`config.mk`:
```
export PLATFORM = sky130hd
export DESIGN_NAME = rede_out_fifo_flat
export DESIGN_NICKNAME = d
export VERILOG_FILES = /design/src/rtl/rede_out_fifo_if.sv /design/src/rtl/rede_out_fifo.sv /design/src/flat_wrapper.sv
export SDC_FILE = /design/constraint.sdc
export NUM_CORES = 1
export LEC_CHECK = 0
export CORE_AREA = 2 2 164 166
export CTS_CLUSTER_SIZE = 10
export DETAILED_ROUTE_END_ITERATION = 6
export DIE_AREA = 0 0 166 168
export DONT_BUFFER_PORTS = 1
export PLACE_DENSITY = 0.7
export REMOVE_ABC_BUFFERS = 1
export SYNTH_ARGS = -nofsm -noshare
export SYNTH_HDL_FRONTEND = slang
export SYNTH_SLANG_ARGS = --single-unit
```
`constraint.sdc`:
```
create_clock -name clk -period 7.6 [get_ports clk]
set_input_delay 2.28 -clock clk [delete_from_list [all_inputs] [get_ports clk]]
set_output_delay 2.28 -clock clk [all_outputs]
set_load 0.1 [all_outputs]
```
`src/rtl/rede_out_fifo_if.sv`:
```
// Output-port bus for rede_out_fifo: capture side (io_out/out_en) and the
// drain side (m_data/m_port/m_valid/m_ready). master = FIFO, slave = environment.
interface rede_out_fifo_if #(
  parameter int NBITS = 28,
  parameter int NPORT = 4
);
  localparam int PW = (NPORT > 1) ? $clog2(NPORT) : 1;

  // Drain handshake: an entry moves on every rising edge where m_valid and
  // m_ready are both high; m_data/m_port hold while m_valid && !m_ready.
  // Capture side has no backpressure: out_en != 0 is a push request on that edge.
  logic [NBITS-1:0] io_out;
  logic [NPORT-1:0] out_en;
  logic [NBITS-1:0] m_data;
  logic [PW-1:0]    m_port;
  logic             m_valid;
  logic             m_ready;

  modport master (input io_out, out_en, m_ready, output m_data, m_port, m_valid);
  modport slave  (output io_out, out_en, m_ready, input m_data, m_port, m_valid);
endinterface

```
`src/rtl/rede_out_fifo.sv`:
```
// Processor output FIFO: captures {io_out, port index} on each out_en strobe.
// Optional saturating drop counter enabled by macro REDE_OUT_FIFO_DROPCNT_EN.
module rede_out_fifo #(
  parameter int NBITS = 28,
  parameter int NPORT = 4,
  parameter int DEPTH = 8,
  localparam int PW = (NPORT > 1) ? $clog2(NPORT) : 1,
  localparam int AW = $clog2(DEPTH),
  localparam int EW = NBITS + PW
) (
  input  logic            clk,
  input  logic            rst,
  rede_out_fifo_if.master bus,
  input  logic            clr,
  output logic [AW:0]     count,
  output logic            full,
  output logic            overflow,
  output logic            onehot_err,
  output logic [7:0]      drop_cnt
);

  localparam logic [AW:0]   CNT_ONE = (AW + 1)'(1);
  localparam logic [AW:0]   CNT_MAX = (AW + 1)'(DEPTH);
  localparam logic [AW-1:0] PTR_ONE = AW'(1);

  logic [EW-1:0]    mem [DEPTH];
  logic [EW-1:0]    head;
  logic [EW-1:0]    head_d;
  logic [EW-1:0]    new_entry;
  logic [AW-1:0]    wr_ptr;
  logic [AW-1:0]    rd_ptr;
  logic [AW-1:0]    rd_next;
  logic [AW:0]      count_d;
  logic [PW-1:0]    enc_port;
  logic             push_req;
  logic             push_ok;
  logic             pop;
  logic             drop;
  logic             multi_hot;

  // Lowest set bit wins when the decoder strobes more than one port.
  always_comb begin
    enc_port = '0;
    for (int i = NPORT - 1; i >= 0; i--) begin
      if (bus.out_en[i]) enc_port = PW'(i);
    end
  end

  assign push_req  = |bus.out_en;
  assign multi_hot = (bus.out_en & (bus.out_en - NPORT'(1))) != '0;
  assign pop       = (count != '0) && bus.m_ready;
  assign push_ok   = push_req && (!full || pop);
  assign drop      = push_req && full && !pop;
  assign new_entry = {bus.io_out, enc_port};
  assign rd_next   = pop ? rd_ptr + PTR_ONE : rd_ptr;

  always_comb begin
    count_d = count;
    case ({push_ok, pop})
      2'b10:   count_d = count + CNT_ONE;
      2'b01:   count_d = count - CNT_ONE;
      default: count_d = count;
    endcase
  end

  // wr_ptr == rd_next with an accepted push means the FIFO is empty after
  // this edge's pop, so the incoming entry goes straight to the head register.
  always_comb begin
    head_d = head;
    if (push_ok && (wr_ptr == rd_next)) head_d = new_entry;
    else if (pop)                       head_d = mem[rd_next];
  end

  always_ff @(posedge clk) begin
    if (!rst && push_ok) mem[wr_ptr] <= new_entry;
  end

  always_ff @(posedge clk) begin
    if (rst) begin
      wr_ptr     <= '0;
      rd_ptr     <= '0;
      count      <= '0;
      head       <= '0;
      overflow   <= 1'b0;
      onehot_err <= 1'b0;
    end else begin
      if (push_ok) wr_ptr <= wr_ptr + PTR_ONE;
      rd_ptr     <= rd_next;
      count      <= count_d;
      head       <= head_d;
      overflow   <= (overflow && !clr) || drop;
      onehot_err <= (onehot_err && !clr) || multi_hot;
    end
  end

`ifdef REDE_OUT_FIFO_DROPCNT_EN
  // A drop on the same edge as clr still counts, mirroring the sticky flags.
  always_ff @(posedge clk) begin
    if (rst)                          drop_cnt <= 8'd0;
    else if (clr)                     drop_cnt <= drop ? 8'd1 : 8'd0;
    else if (drop && drop_cnt != 8'hFF) drop_cnt <= drop_cnt + 8'd1;
  end
`else
  assign drop_cnt = 8'd0;
`endif

  assign full        = (count == CNT_MAX);
  assign bus.m_valid = (count != '0);
  assign bus.m_data  = head[EW-1:PW];
  assign bus.m_port  = head[PW-1:0];

endmodule
```
`src/flat_wrapper.sv`:
```
// flat-port wrapper written by rule: the top's interface ports become plain ports
module rede_out_fifo_flat 
#(
  parameter int NBITS = 28,
  parameter int NPORT = 4,
  parameter int DEPTH = 8,
  localparam int PW = (NPORT > 1) ? $clog2(NPORT) : 1,
  localparam int AW = $clog2(DEPTH),
  localparam int EW = NBITS + PW
)
  (clk, rst, clr, count, full, overflow, onehot_err, drop_cnt, bus_io_out, bus_out_en, bus_m_ready, bus_m_data, bus_m_port, bus_m_valid);
  rede_out_fifo_if #(.NBITS(NBITS), .NPORT(NPORT)) bus_i ();
  input  logic clk;
  input  logic rst;
  input  logic clr;
  output logic [AW:0] count;
  output logic full;
  output logic overflow;
  output logic onehot_err;
  output logic [7:0] drop_cnt;
  input wire logic [$bits(bus_i.io_out)-1:0] bus_io_out;
  input wire logic [$bits(bus_i.out_en)-1:0] bus_out_en;
  input wire logic [$bits(bus_i.m_ready)-1:0] bus_m_ready;
  output wire logic [$bits(bus_i.m_data)-1:0] bus_m_data;
  output wire logic [$bits(bus_i.m_port)-1:0] bus_m_port;
  output wire logic [$bits(bus_i.m_valid)-1:0] bus_m_valid;
  assign bus_i.io_out = bus_io_out;
  assign bus_i.out_en = bus_out_en;
  assign bus_i.m_ready = bus_m_ready;
  assign bus_m_data = bus_i.m_data;
  assign bus_m_port = bus_i.m_port;
  assign bus_m_valid = bus_i.m_valid;
  rede_out_fifo #(.NBITS(NBITS), .NPORT(NPORT), .DEPTH(DEPTH)) u_core (.clk(clk), .rst(rst), .bus(bus_i), .clr(clr), .count(count), .full(full), .overflow(overflow), .onehot_err(onehot_err), .drop_cnt(drop_cnt));
endmodule
```
==> flow_metrics.py, run 1 <==
metrics = {
    "run_status": {
        "outcome": "finished, final reports clean",
    },
    "power": {
        "p_seq_share_pct": 41.5,
        "ir_worst_vdd_v": 0.0002504,
        "p_leak_nw": 5.017,
        "p_per_area_nw_per_um2": 356.1,
        "comb_power_share_pct": 31.1,
        "net-switching-power_mw": 2.052,
        "internal_power_mw": 3.476,
        "clkPwrFrac_pct": 27.4,
        "p_sw_share_pct": 37.12,
    },
    "sta": {
        "hold_viol": 0,
        "setup_viol": 0,
        "post-route-period-util_pct": 67.65,
        "min_period_ps": 5142,
        "report.final.slew_viol_count": 0,
        "maxSlewHeadroom_pct": 22.06,
        "rsz0062_at_grt": "false",
        "fmax_mhz": 194.5,
        "fin_ws_ps": 2458,
        "final.setup.tns_ps": 0,
        "worstMarginPinSlew_ps": 1167,
        "skew_ps": 8.828,
    },
    "finish": {
        "final_util_pct": 58.91,
        "final_nets": 1040,
        "drive_gt1_share_pct": 21.23,
        "syn_to_final_growth_pct": 9.496,
        "final_cell_area_um2": 15520,
        "diodes": 0,
        "instances_no_fill": 1368,
    },
    "place": {
        "port_buffers": 0,
        "dp_slack_ps": 2485,
        "dp_cells": 1306,
        "place.gp.congestion": 0.7703,
        "dp.final_hpwl_um": 18360,
        "placed_cell_area_um2": 14480,
    },
    "setup_path": {
        "crit_fanout": 7,
        "rr_startpoint": "u_core.count[3]",
        "worst_setup_path_end_kind": "primary output",
        "critPathLaunchType": "flip-flop",
        "cp-startpoint": "u_core.count[3]",
        "crit_type": "reg -> out",
        "cp.required_ps": 5320,
        "cp_data_arrival_time_ps": 2860,
    },
    "route": {
        "drt-total-wl_um": 32600,
        "dr_wl_met2_um": 16420,
        "top_layer_used": "met4",
        "first_pass_iters": 4,
        "drc": 0,
        "ant_nets": 0,
        "wl_per_cell_um": 23.83,
        "wl_met1_um": 13190,
        "num_vias": 8650,
        "vias_per_cell": 6.323,
        "drtIter0Drc": 636,
        "route.met3.wl_um": 2189,
    },
    "floorplanning": {
        "num_rows": 60,
        "die_area_um2": 27890,
        "die_w_um": 166,
        "core_um2": 26350,
        "ioPinCount": 82,
        "dieHeight_um": 168,
        "start_util_pct": 53.80,
    },
    "cts": {
        "cts_setup_buffers": 0,
        "htree_levels": 2,
        "clkSlewWorstSetupHoldPaths_ps": 50,
        "cts_root_buf": "clkbuf_16",
        "cts_hold_buf": 0,
        "cts_resized": 0,
        "cts_tree": "built",
        "cts_sinks": 282,
        "cts_buffers": 34,
        "clk_path_buf_depth": 3,
        "insertion_delay_ps": 500,
    },
    "synthesis": {
        "syn_area_per_cell_um2": 13.83,
        "synthArstFlopShare_pct": 0,
        "synth.most_common_cell": "edfxtp_1",
        "synth_cells": 1025,
        "synthTopCellsByCount": "edfxtp_1, mux2i_1, nand2_1",
        "yosysWarnings": 0,
        "yosysTopAreaCell": "edfxtp_1",
        "ys_ff_latch": 282,
        "synth_ff_type": "edfxtp_1",
        "ys_seq_area_share_pct": 56.76,
        "syn_area_um2": 14180,
        "yosysUniqueCellTypes": 47,
        "synth_top_area_share_pct": 50.83,
        "synth_area_leaders": "edfxtp_1, mux4_2, mux2i_1",
        "synth-edff-count": 240,
    },
    "global_route": {
        "grt_overflow_total": 0,
        "grt_pass1_vias": 9204,
        "grt_pass1_wl_um": 50630,
        "antenna_found_initial": 0,
        "grt_use_total_pct": 23.48,
        "grt_max_degree": 64,
    },
    "job": {
        "cap_viol_max_count": 0,
    },
    "hold_path": {
        "min_from": "u_core.wr_ptr[1]",
        "hp-class": "reg -> reg",
    },
}
logic make-up after synthesis:
kind of cell	after synthesis	share of synthesized area [%]
DFF	282	56.76
and+or+nand+nor	241	6.902
buffers and inverters	100	3.221
xor gates and xnor gates	13	0.8031
adders and majority gates	3	0.2648
other	1	0.02645
muxes	254	24.93
AOI/OAI and AO/OA	131	7.087
cell type report:
| cell class | instances | area (um2) |
|---|---|---|
| Fill cell | 2067 | 10830 |
| Sequential cell | 282 | 8054 |
| Multi-Input combinational cell | 650 | 5782 |
| Clock buffer | 62 | 1040 |
| Tap cell | 341 | 426.7 |
| Timing Repair Buffer | 26 | 195.2 |
| Inverter | 7 | 26.28 |
worst paths after layout:
check / to / slack (ps) / cells after the start
worst max-delay path: full / 2460 / 2
worst min-delay path: u_core.wr_ptr[1] / 600 / 2
worst max register to register: u_core.head[1] / 3470 / 7
worst min register to register: u_core.wr_ptr[1] / 600 / 2
registers in the layout (all words and copies together) (netlist names):
name / cells
u_core.mem: 240
u_core.head: 30
u_core.count: 4
u_core.rd_ptr: 3
u_core.wr_ptr: 3
u_core.onehot_err: 1
u_core.overflow: 1
metrics by stage:
stage	hold slack (ps)	power [mW]
after global placement	580.9	4.003
final	600.9	5.528
after global routing	636.1	5.772
after detailed placement	584.3	4.036
after floorplan	520.7	3.706
after CTS	594.0	5.555
layout by cell type, fill, tap and decap left out, drive strengths merged, types with 2 or more instances in the layout:
cell type    n
mux4        73
o211ai       2
or4          3
edfxtp     240
clkbuf      62
a2111oi      2
o2bb2ai     13
a311oi      15
conb         8
nor4         2
buf         26
dfxtp       42
a311o       15
o311ai      15
a221o        2
nor2        95
mux2        63
xor2         5
ha           3
mux2i      118
xnor2        8
inv          6
o21ai       30
nand3       17
nor3         6
a2bb2oi     13
nand2      111
a21oi       19
power by group through the flow:
stage / sequential [mW] / clock, mW / combinational (mW)
detailed placement: 2.33 / 0 / 1.71
floorplan: 2.40 / 0 / 1.31
global placement: 2.32 / 0 / 1.68
CTS: 2.30 / 1.54 / 1.72
finish: 2.29 / 1.52 / 1.72
global route: 2.31 / 1.60 / 1.86
worst max-delay path, stage by stage (launching register included):
cell	delay [ps]
dfxtp_1	1090
or4b_1	590
inv_1	670
layer usage:
| layer | up-vias | GRT usage (%) |
|---|---|---|
| met5 | - | 0 |
| met4 | 0 | 8.507 |
| met3 | 72 | 5.007 |
| met2 | 274 | 41.30 |
| met1 | 4370 | 28.75 |
| li1 | 3934 | - |
Power figures use the tool's default switching activity.
==> run 2, diff against run 1 <==
- clock period: 7.6 -> 5.3 ns (I/O delays scaled with it)
==> run 2 against run 1 <==
Global-route usage is 0.25 points higher. Cell count stayed put. Combinational power is 45% higher. Design area is 0.23% lower. Clock power is 39% higher. Sequential power is 44% higher. Sequential share of layout area is 0.12 points higher. Wire length is 0.60% higher. Setup slack worse by 1600 ps. Critical endpoint unchanged.
==> flow_metrics.py, run 2 (same netlist as run 1, synthesis figures left out) <==
metrics = {
    "place": {
        "dp_cells": 1304,
        "place.gp.congestion": 0.7730,
        "placed_cell_area_um2": 14480,
        "port_buffers": 0,
        "dp.final_hpwl_um": 18270,
        "dp_slack_ps": 1377,
    },
    "power": {
        "net-switching-power_mw": 2.979,
        "p_per_area_nw_per_um2": 510.2,
        "p_leak_nw": 4.993,
        "finalPower_mw": 7.902,
        "ir_worst_vdd_v": 0.0004894,
        "p_sw_share_pct": 37.70,
        "p_seq_share_pct": 41.8,
        "clkPwrFrac_pct": 26.8,
        "internal_power_mw": 4.923,
        "comb_power_share_pct": 31.5,
    },
    "finish": {
        "top_regs": "u_core.mem (240), u_core.head (30), u_core.count (4)",
        "diodes": 0,
        "largest_reg_flops": 240,
        "final_cell_area_um2": 15490,
        "syn_to_final_growth_pct": 9.240,
        "final_cell_mix": "edfxtp_1, mux2i_1, nand2_1",
        "drive_gt1_share_pct": 21.13,
        "layout_commonest_cell": "edfxtp_1",
        "final_util_pct": 58.77,
        "instances_no_fill": 1368,
        "final_nets": 1039,
        "top_register": "u_core.mem",
    },
    "setup_path": {
        "rrSetupSlack_ps": 1530,
        "crit_end": "full",
        "r2r-end": "u_core.mem[6][10]",
        "crit_fanout": 7,
        "reg2reg_depth": 5,
        "worst_setup_path_end_kind": "primary output",
        "cp-startpoint": "u_core.count[3]",
        "cp_data_arrival_time_ps": 2870,
        "critPathLaunchType": "flip-flop",
        "crit_type": "reg -> out",
        "cp.required_ps": 3710,
        "rr_startpoint": "u_core.count[3]",
    },
    "route": {
        "drc": 0,
        "num_vias": 8741,
        "first_pass_iters": 5,
        "wl_per_cell_um": 23.97,
        "drt-total-wl_um": 32800,
        "vias_per_cell": 6.390,
        "drtIter0Drc": 772,
        "ant_nets": 0,
    },
    "sta": {
        "min_period_ps": 4459,
        "final.setup.tns_ps": 0,
        "hold_viol": 0,
        "setup_viol": 0,
        "maxSlewHeadroom_pct": 15.71,
        "post-route-period-util_pct": 84.13,
        "fmax_mhz": 224.3,
        "skew_ps": 14.69,
        "worstMarginPinSlew_ps": 1261,
        "rsz0062_at_grt": "false",
        "report.final.slew_viol_count": 0,
        "fin_ws_ps": 841.1,
        "whs_ps": 594.8,
    },
    "cts": {
        "cts_resized": 0,
        "clkSlewWorstSetupHoldPaths_ps": 50,
        "insertion_delay_ps": 510,
        "cts_root_buf": "clkbuf_16",
        "cts_sinks": 282,
        "cts_tree": "built",
        "cts_setup_buffers": 0,
        "cts_buffers": 35,
        "clk_path_buf_depth": 3,
        "cts_hold_buf": 0,
        "htree_levels": 2,
    },
    "floorplanning": {
        "die_w_um": 166,
        "start_util_pct": 53.80,
        "ioPinCount": 82,
        "die_area_um2": 27890,
        "core_um2": 26350,
        "dieHeight_um": 168,
        "num_rows": 60,
    },
    "job": {
        "cap_viol_max_count": 0,
    },
    "global_route": {
        "grt_use_total_pct": 23.73,
        "grt_pass1_wl_um": 51160,
        "grt_max_degree": 84,
        "grt_overflow_total": 0,
        "grt_pass1_vias": 9141,
        "antenna_found_initial": 0,
    },
    "hold_path": {
        "hp-class": "reg -> reg",
    },
    "run_status": {
        "outcome": "finished, final reports clean",
    },
}
-- run 2: cell types whose count changed in the layout (fill, tap and decap cells not counted), sizes merged --
cell and delta:
buf -2, clkbuf -5, inv +3, clkinv +4
-- run 2: power groups by stage --
| stage | logic (mW) | registers (mW) | clock network (mW) |
|---|---|---|---|
| finish | 2.49 | 3.30 | 2.11 |
| global route | 2.69 | 3.32 | 2.24 |
| CTS | 2.50 | 3.31 | 2.15 |
| detailed placement | 2.48 | 3.35 | 0 |
| global placement | 2.44 | 3.34 | 0 |
| floorplan | 1.88 | 3.44 | 0 |
-- run 2: area by class of cell --
type	instances	area, um2
Timing Repair Buffer	24	192.7
Clock buffer	57	958.4
Tap cell	341	426.7
Multi-Input combinational cell	650	5782
Inverter	7	26.28
Clock inverter	7	47.55
Sequential cell	282	8054
Fill cell	2013	10860
-- run 2: critical path, stage by stage, from the launching register on --
cell and delay [ps]:
dfxtp_1 1090, or4b_1 580, inv_1 680
-- run 2: routing by layer --
layer	GRT usage (%)	wire [um]	part of all wire (%)	vias up
met5	0	0	0	-
met4	7.864	851	2.6	0
met3	3.385	1841	5.6	65
met2	42.16	16660	51	310
met1	30.14	13440	41	4437
li1	-	-	-	3929
-- run 2: how the worst min path moves through the flow --
stage	endpoint	slack, ps	cells after the start	startpoint
CTS	u_core.wr_ptr[1]	590	2	u_core.wr_ptr[1]
global placement	u_core.wr_ptr[1]	590	2	u_core.wr_ptr[1]
global route	u_core.wr_ptr[1]	640	2	u_core.wr_ptr[1]
detailed placement	u_core.wr_ptr[1]	590	2	u_core.wr_ptr[1]
finish	u_core.wr_ptr[1]	590	2	u_core.wr_ptr[1]
floorplan	u_core.wr_ptr[1]	520	2	u_core.wr_ptr[1]
